## src/rtl/dircc_send_handler.sv

```systemverilog
// dircc_send_handler: serialises a per-context RTS port mask into one
// packet per set bit (lowest port first), then issues a sent write-back.
module dircc_send_handler #(
  parameter int          ADDRESS_MEM_WIDTH = 32,
  parameter int          PAYLOAD_WIDTH     = 32,
  parameter logic [31:0] DEVICE_ID         = 32'd0
) (
  input  logic                         clk,
  input  logic                         reset,
  input  logic                         rts_valid,
  output logic                         rts_accept,
  input  logic [ADDRESS_MEM_WIDTH-1:0] address,
  input  logic [31:0]                  rts_ready,
  input  logic [PAYLOAD_WIDTH-1:0]     payload_in,
  output logic                         tx_valid,
  input  logic                         tx_ready,
  output logic [4:0]                   tx_port,
  output logic [31:0]                  tx_src_device,
  output logic [ADDRESS_MEM_WIDTH-1:0] tx_src_address,
  output logic [PAYLOAD_WIDTH-1:0]     tx_payload,
  output logic                         sent_we,
  input  logic                         sent_ack,
  output logic [ADDRESS_MEM_WIDTH-1:0] sent_address,
  output logic [31:0]                  sent_port_mask,
  output logic                         busy,
  output logic [15:0]                  packet_count
);

  typedef enum logic [1:0] {
    IDLE      = 2'd0,
    SEND      = 2'd1,
    WRITEBACK = 2'd2
  } state_e;

  state_e                       state_q;
  logic [ADDRESS_MEM_WIDTH-1:0] addr_q;
  logic [31:0]                  rem_q;
  logic [31:0]                  orig_q;
  logic [PAYLOAD_WIDTH-1:0]     payload_q;
  logic [15:0]                  cnt_q;
  logic [4:0]                   port_d;
  logic [31:0]                  rem_d;

  // Lowest set bit of the remaining mask selects the current port
  always_comb begin
    port_d = 5'd0;
    for (int i = 31; i >= 0; i--) begin
      if (rem_q[i]) port_d = 5'(i);
    end
  end

  // Remaining mask with its lowest set bit cleared
  assign rem_d = rem_q & (rem_q - 32'd1);

  // Control FSM and all captured request state
  always_ff @(posedge clk) begin
    if (reset) begin
      state_q   <= IDLE;
      addr_q    <= '0;
      rem_q     <= '0;
      orig_q    <= '0;
      payload_q <= '0;
      cnt_q     <= '0;
    end else begin
      unique case (state_q)
        IDLE: begin
          if (rts_valid && (rts_ready != 32'd0)) begin
            addr_q    <= address;
            rem_q     <= rts_ready;
            orig_q    <= rts_ready;
            payload_q <= payload_in;
            state_q   <= SEND;
          end
        end
        SEND: begin
          if (tx_ready) begin
            rem_q <= rem_d;
            cnt_q <= cnt_q + 16'd1;
            if (rem_d == 32'd0) state_q <= WRITEBACK;
          end
        end
        WRITEBACK: begin
          if (sent_ack) state_q <= IDLE;
        end
        default: state_q <= IDLE;
      endcase
    end
  end

  assign rts_accept     = (state_q == IDLE);
  assign tx_valid       = (state_q == SEND);
  assign sent_we        = (state_q == WRITEBACK);
  assign busy           = (state_q != IDLE);
  assign tx_port        = port_d;
  assign tx_src_device  = DEVICE_ID;
  assign tx_src_address = addr_q;
  assign tx_payload     = payload_q;
  assign sent_address   = addr_q;
  assign sent_port_mask = orig_q;
  assign packet_count   = cnt_q;

endmodule
```

## config.mk

```make
export PLATFORM = sky130hd
export DESIGN_NAME = dircc_send_handler
export DESIGN_NICKNAME = d
export VERILOG_FILES = /design/src/rtl/dircc_send_handler.sv
export SDC_FILE = /design/constraint.sdc
export NUM_CORES = 1
export LEC_CHECK = 0
export CAP_MARGIN = 20
export CORE_AREA = 3 3 136 138
export CTS_CLUSTER_DIAMETER = 60
export DETAILED_ROUTE_END_ITERATION = 10
export DIE_AREA = 0 0 139 141
export PLACE_DENSITY = 0.81
export SKIP_LAST_GASP = 1
export SLEW_MARGIN = 20
export SYNTH_ARGS = -nofsm -noshare
export SYNTH_HDL_FRONTEND = slang
export SYNTH_SLANG_ARGS = --single-unit
```

## constraint.sdc

```tcl
create_clock -name clk -period 2 [get_ports clk]
set_input_delay 0.4 -clock clk [delete_from_list [all_inputs] [get_ports clk]]
set_output_delay 0.4 -clock clk [all_outputs]
set_load 0.01 [all_outputs]
```

==> flow_metrics.env <==
export IMPL_status="finished, violations left"
export IMPL_violations="setup timing"
export IMPL_synth_async_reset_ratio_pct=0
export IMPL_cts_root_buf="clkbuf_16"
export IMPL_cp_slowest_cell="dfxtp_1"
export IMPL_min_delay_path_class="primary input to flip-flop"
export IMPL_clk_path_buf_depth=2
export IMPL_setup_violations=12
export IMPL_route_met3_wl_mm=1.53
export IMPL_p_per_area_mw_per_mm2=806
export IMPL_start_util_pct=37.7
export IMPL_synth_area_mm2=0.00653
export IMPL_cp_arrival_ns=2.04
export IMPL_cts_sinks=146
export IMPL_critical_path_class="flip-flop to primary output"
export IMPL_fin_ws_ns=-0.440
export IMPL_final_hold_viol_count=0
export IMPL_antenna_found_initial=1
export IMPL_setup_tns_ns=-2.46
export IMPL_avgSynthCellArea_um2=7.62
export IMPL_worstReg2RegEnd="state_q[0]"
export IMPL_synth_seq_cells=146
export IMPL_hold_ws_ns=0.261
export IMPL_diodes=0
export IMPL_slew_headroom_pct=65.1
export IMPL_synth_top_area_share_pct=44.8
export IMPL_fin_skew_ns=0.00601
export IMPL_post_route_period_util_pct=122
export IMPL_slowest_delay_ns=0.42
export IMPL_gp_congestion=0.926
export IMPL_start_kind="flip-flop"
export IMPL_syn_inst=857
export IMPL_maxUsedRoutingLayer="met5"
export IMPL_cp_end_kind="primary output"
export IMPL_grt_max_degree=42
export IMPL_remaining_drc_errors=0
export IMPL_finalMaxSlewViolations=0
export IMPL_yosysMostFrequentCell="nand2_1"
export IMPL_ff2ff_path_depth=8
export IMPL_drt_total_wl_mm=22.5
export IMPL_worstSkewPairLatency_ns=0.42
export IMPL_ys_warn_count=0
export IMPL_fin_crit_ns=2.44
export IMPL_synth_common_cells="nand2_1, a21oi_1, dfxtp_1"
export IMPL_fillCellCount=1468
export IMPL_cts_tree="yes"
export IMPL_worstPathRequired_ns=1.60
export IMPL_vias_per_cell=4.96
export IMPL_vias=6987
export IMPL_cp_depth=7
export IMPL_regArea_mm2=0.00294
export IMPL_yosysTopAreaCell="dfxtp_1"
export IMPL_grt_usage_pct=21.8
export IMPL_m1WireLength_mm=9.36
export IMPL_cp_startpoint="rem_q[30]"
export IMPL_p_leak_nw=4.29
export IMPL_synth_area_leaders="dfxtp_1, nand2_1, a21oi_1"
export IMPL_rsz0062_at_grt="yes"
export IMPL_grt_pass1_vias=6691
export IMPL_worstPathCellList="o21ai_0, a21boi_2, o31ai_1, a211oi_2, o32ai_1, o21ai_1, buf_2"
export IMPL_ys_seq_area_share_pct=44.8
export IMPL_io_pins=286
export IMPL_core_mm2=0.0173
export IMPL_synth_edf_count=0
export IMPL_drive_gt1_share_pct=19.9
export IMPL_rows=48
export IMPL_die_width_um=139
export IMPL_wire_per_inst_um=16.0
export IMPL_dieArea_mm2=0.0196
export IMPL_synth_ff_type="dfxtp_1"
export IMPL_hold_buffers=0
export IMPL_max_cap_violations=0
export IMPL_r2r_slack_ns=-0.30
export IMPL_worstReg2RegStart="rem_q[20]"
export IMPL_nNetsFinal=1272
export IMPL_worst_ir_drop_vdd_v=0.000633
export IMPL_h_tree_depth=4
export IMPL_crit_buf_inv=1
export IMPL_path_clk_slew_ns=0.06
export IMPL_grt_pass1_wl_mm=34.9
export IMPL_drt_iter0_drc=439
export IMPL_firstDrtPassIters=5
export IMPL_wl_met2_mm=11.1
export IMPL_dp_hpwl_mm=16.2
export IMPL_syn_to_final_growth_pct=63.9
export IMPL_die_h_um=141
export IMPL_antenna_left=0
export IMPL_cpLargestDelayFamily="compound AO/OA/AOI/OAI gates"
export IMPL_cts_buffers=17
export IMPL_fmax_mhz=410
export IMPL_grt_ovfl_total=0
export IMPL_timing_critical_path_to="tx_port[1]"
export IMPL_port_buffers=253
export IMPL_multiInputGateArea_mm2=0.00320
export IMPL_ys_types=52
export IMPL_cp_max_fo=4
export IMPL_worstMarginPinSlew_ns=0.523
==> power breakdown <==
part           switching (mW)  internal [mW]
Combinational            1.04           1.10
Clock                    1.38           1.88
Sequential              0.136           3.09
Total                    2.55           6.06
==> cell usage in the layout (no fill, tap or decap), drive strengths merged, types with 2 or more instances in the layout <==
cell type and count:
nand4 6, or3 2, nand2 206, xor2 10, xnor2 3, dlymetal6s2s 12
bufinv 2, o211ai 2, o31ai 4, clkdlybuf4s15 4, clkinvlp 4, nor4 17
dlygate4sd2 6, a211oi 3, buf 134, inv 21, o22ai 2, clkbuf 28
nand3 8, and3 4, nor4b 2, or4 4, nor2b 4, clkinv 2
nor3 10, nor2 58, and4 2, o32ai 4, clkdlybuf4s50 214, a31oi 8
dfxtp 146, a21oi 152, nand2b 2, o21ai 49, conb 32
==> repair_timing <==
item	CTS	global route
cloned	4	1
endpoints found under the setup margin	139	139
setup buffers	2	4
gates resized for setup	91	80
pin swaps	27	32
==> layer usage <==
metal	track usage [%]	vias to the layer above
met2	36.1	245
met4	6.90	2
met3	7.19	31
met5	0	-
li1	-	3444
met1	27.0	3265
==> sequential cells by signal, summed over array words and instances, names as in the netlist <==
| register | flops |
|---|---|
| packet_count | 16 |
| tx_payload | 32 |
| rem_q | 32 |
| sent_port_mask | 32 |
| sent_address | 32 |
| state_q | 2 |
==> cell type report <==
cell class | count | share of cell area [%]
timing repair buffer | 381 | 33.9
inverter | 14 | 0.515
clock inverter | 15 | 1.63
clock buffer | 17 | 3.98
sequential | 146 | 27.5
multi-input combinational | 610 | 29.9
tap | 225 | 2.63
==> stage by stage <==
step	util (%)	setup WS (ns)	total power, mW	area [µm²]	std cells
5_1_grt	61.8	-0.519	8.99	10700	1408
6_report	61.8	-0.440	8.62	10700	1408
3_3_place_gp	56.5	-0.637	5.22	9780	1365
2_1_floorplan	-	-0.110	4.22	6660	888
4_1_cts	61.0	-0.498	8.60	10500	1403
3_5_place_dp	56.5	-0.684	5.26	9780	1365
==> worst min path at each step <==
stage               depth (start not counted)                 end            from  slack [ns]
floorplan                                   2           rem_q[19]       rem_q[19]        0.48
global placement                            2       tx_payload[1]   tx_payload[1]        0.44
detailed placement                          2      tx_payload[14]  tx_payload[14]        0.45
CTS                                         3  sent_port_mask[19]   rts_ready[19]        0.40
global route                                3           rem_q[19]   rts_ready[19]        0.28
finish                                      3  sent_port_mask[19]   rts_ready[19]        0.26
==> logic make-up (layout without fill, tap and decap cells) <==
family,count (synthesis),after routing,synth area share [%]
compound gates,234,234,19.2
xor+xnor,13,13,1.74
fa+ha+maj,2,2,0.345
buf+inv,132,427,11.4
flops,146,146,44.8
mux,1,1,0.153
other cells,1,32,0.0574
simple gates,328,328,22.3
==> worst min-delay path, delay by kind of cell <==
family / cells / cell delay (ns)
compound gates: 1 / 0.06
buf+inv: 1 / 0.09
simple gates: 1 / 0.08
Note: power is estimated with default switching activity, not from simulation.
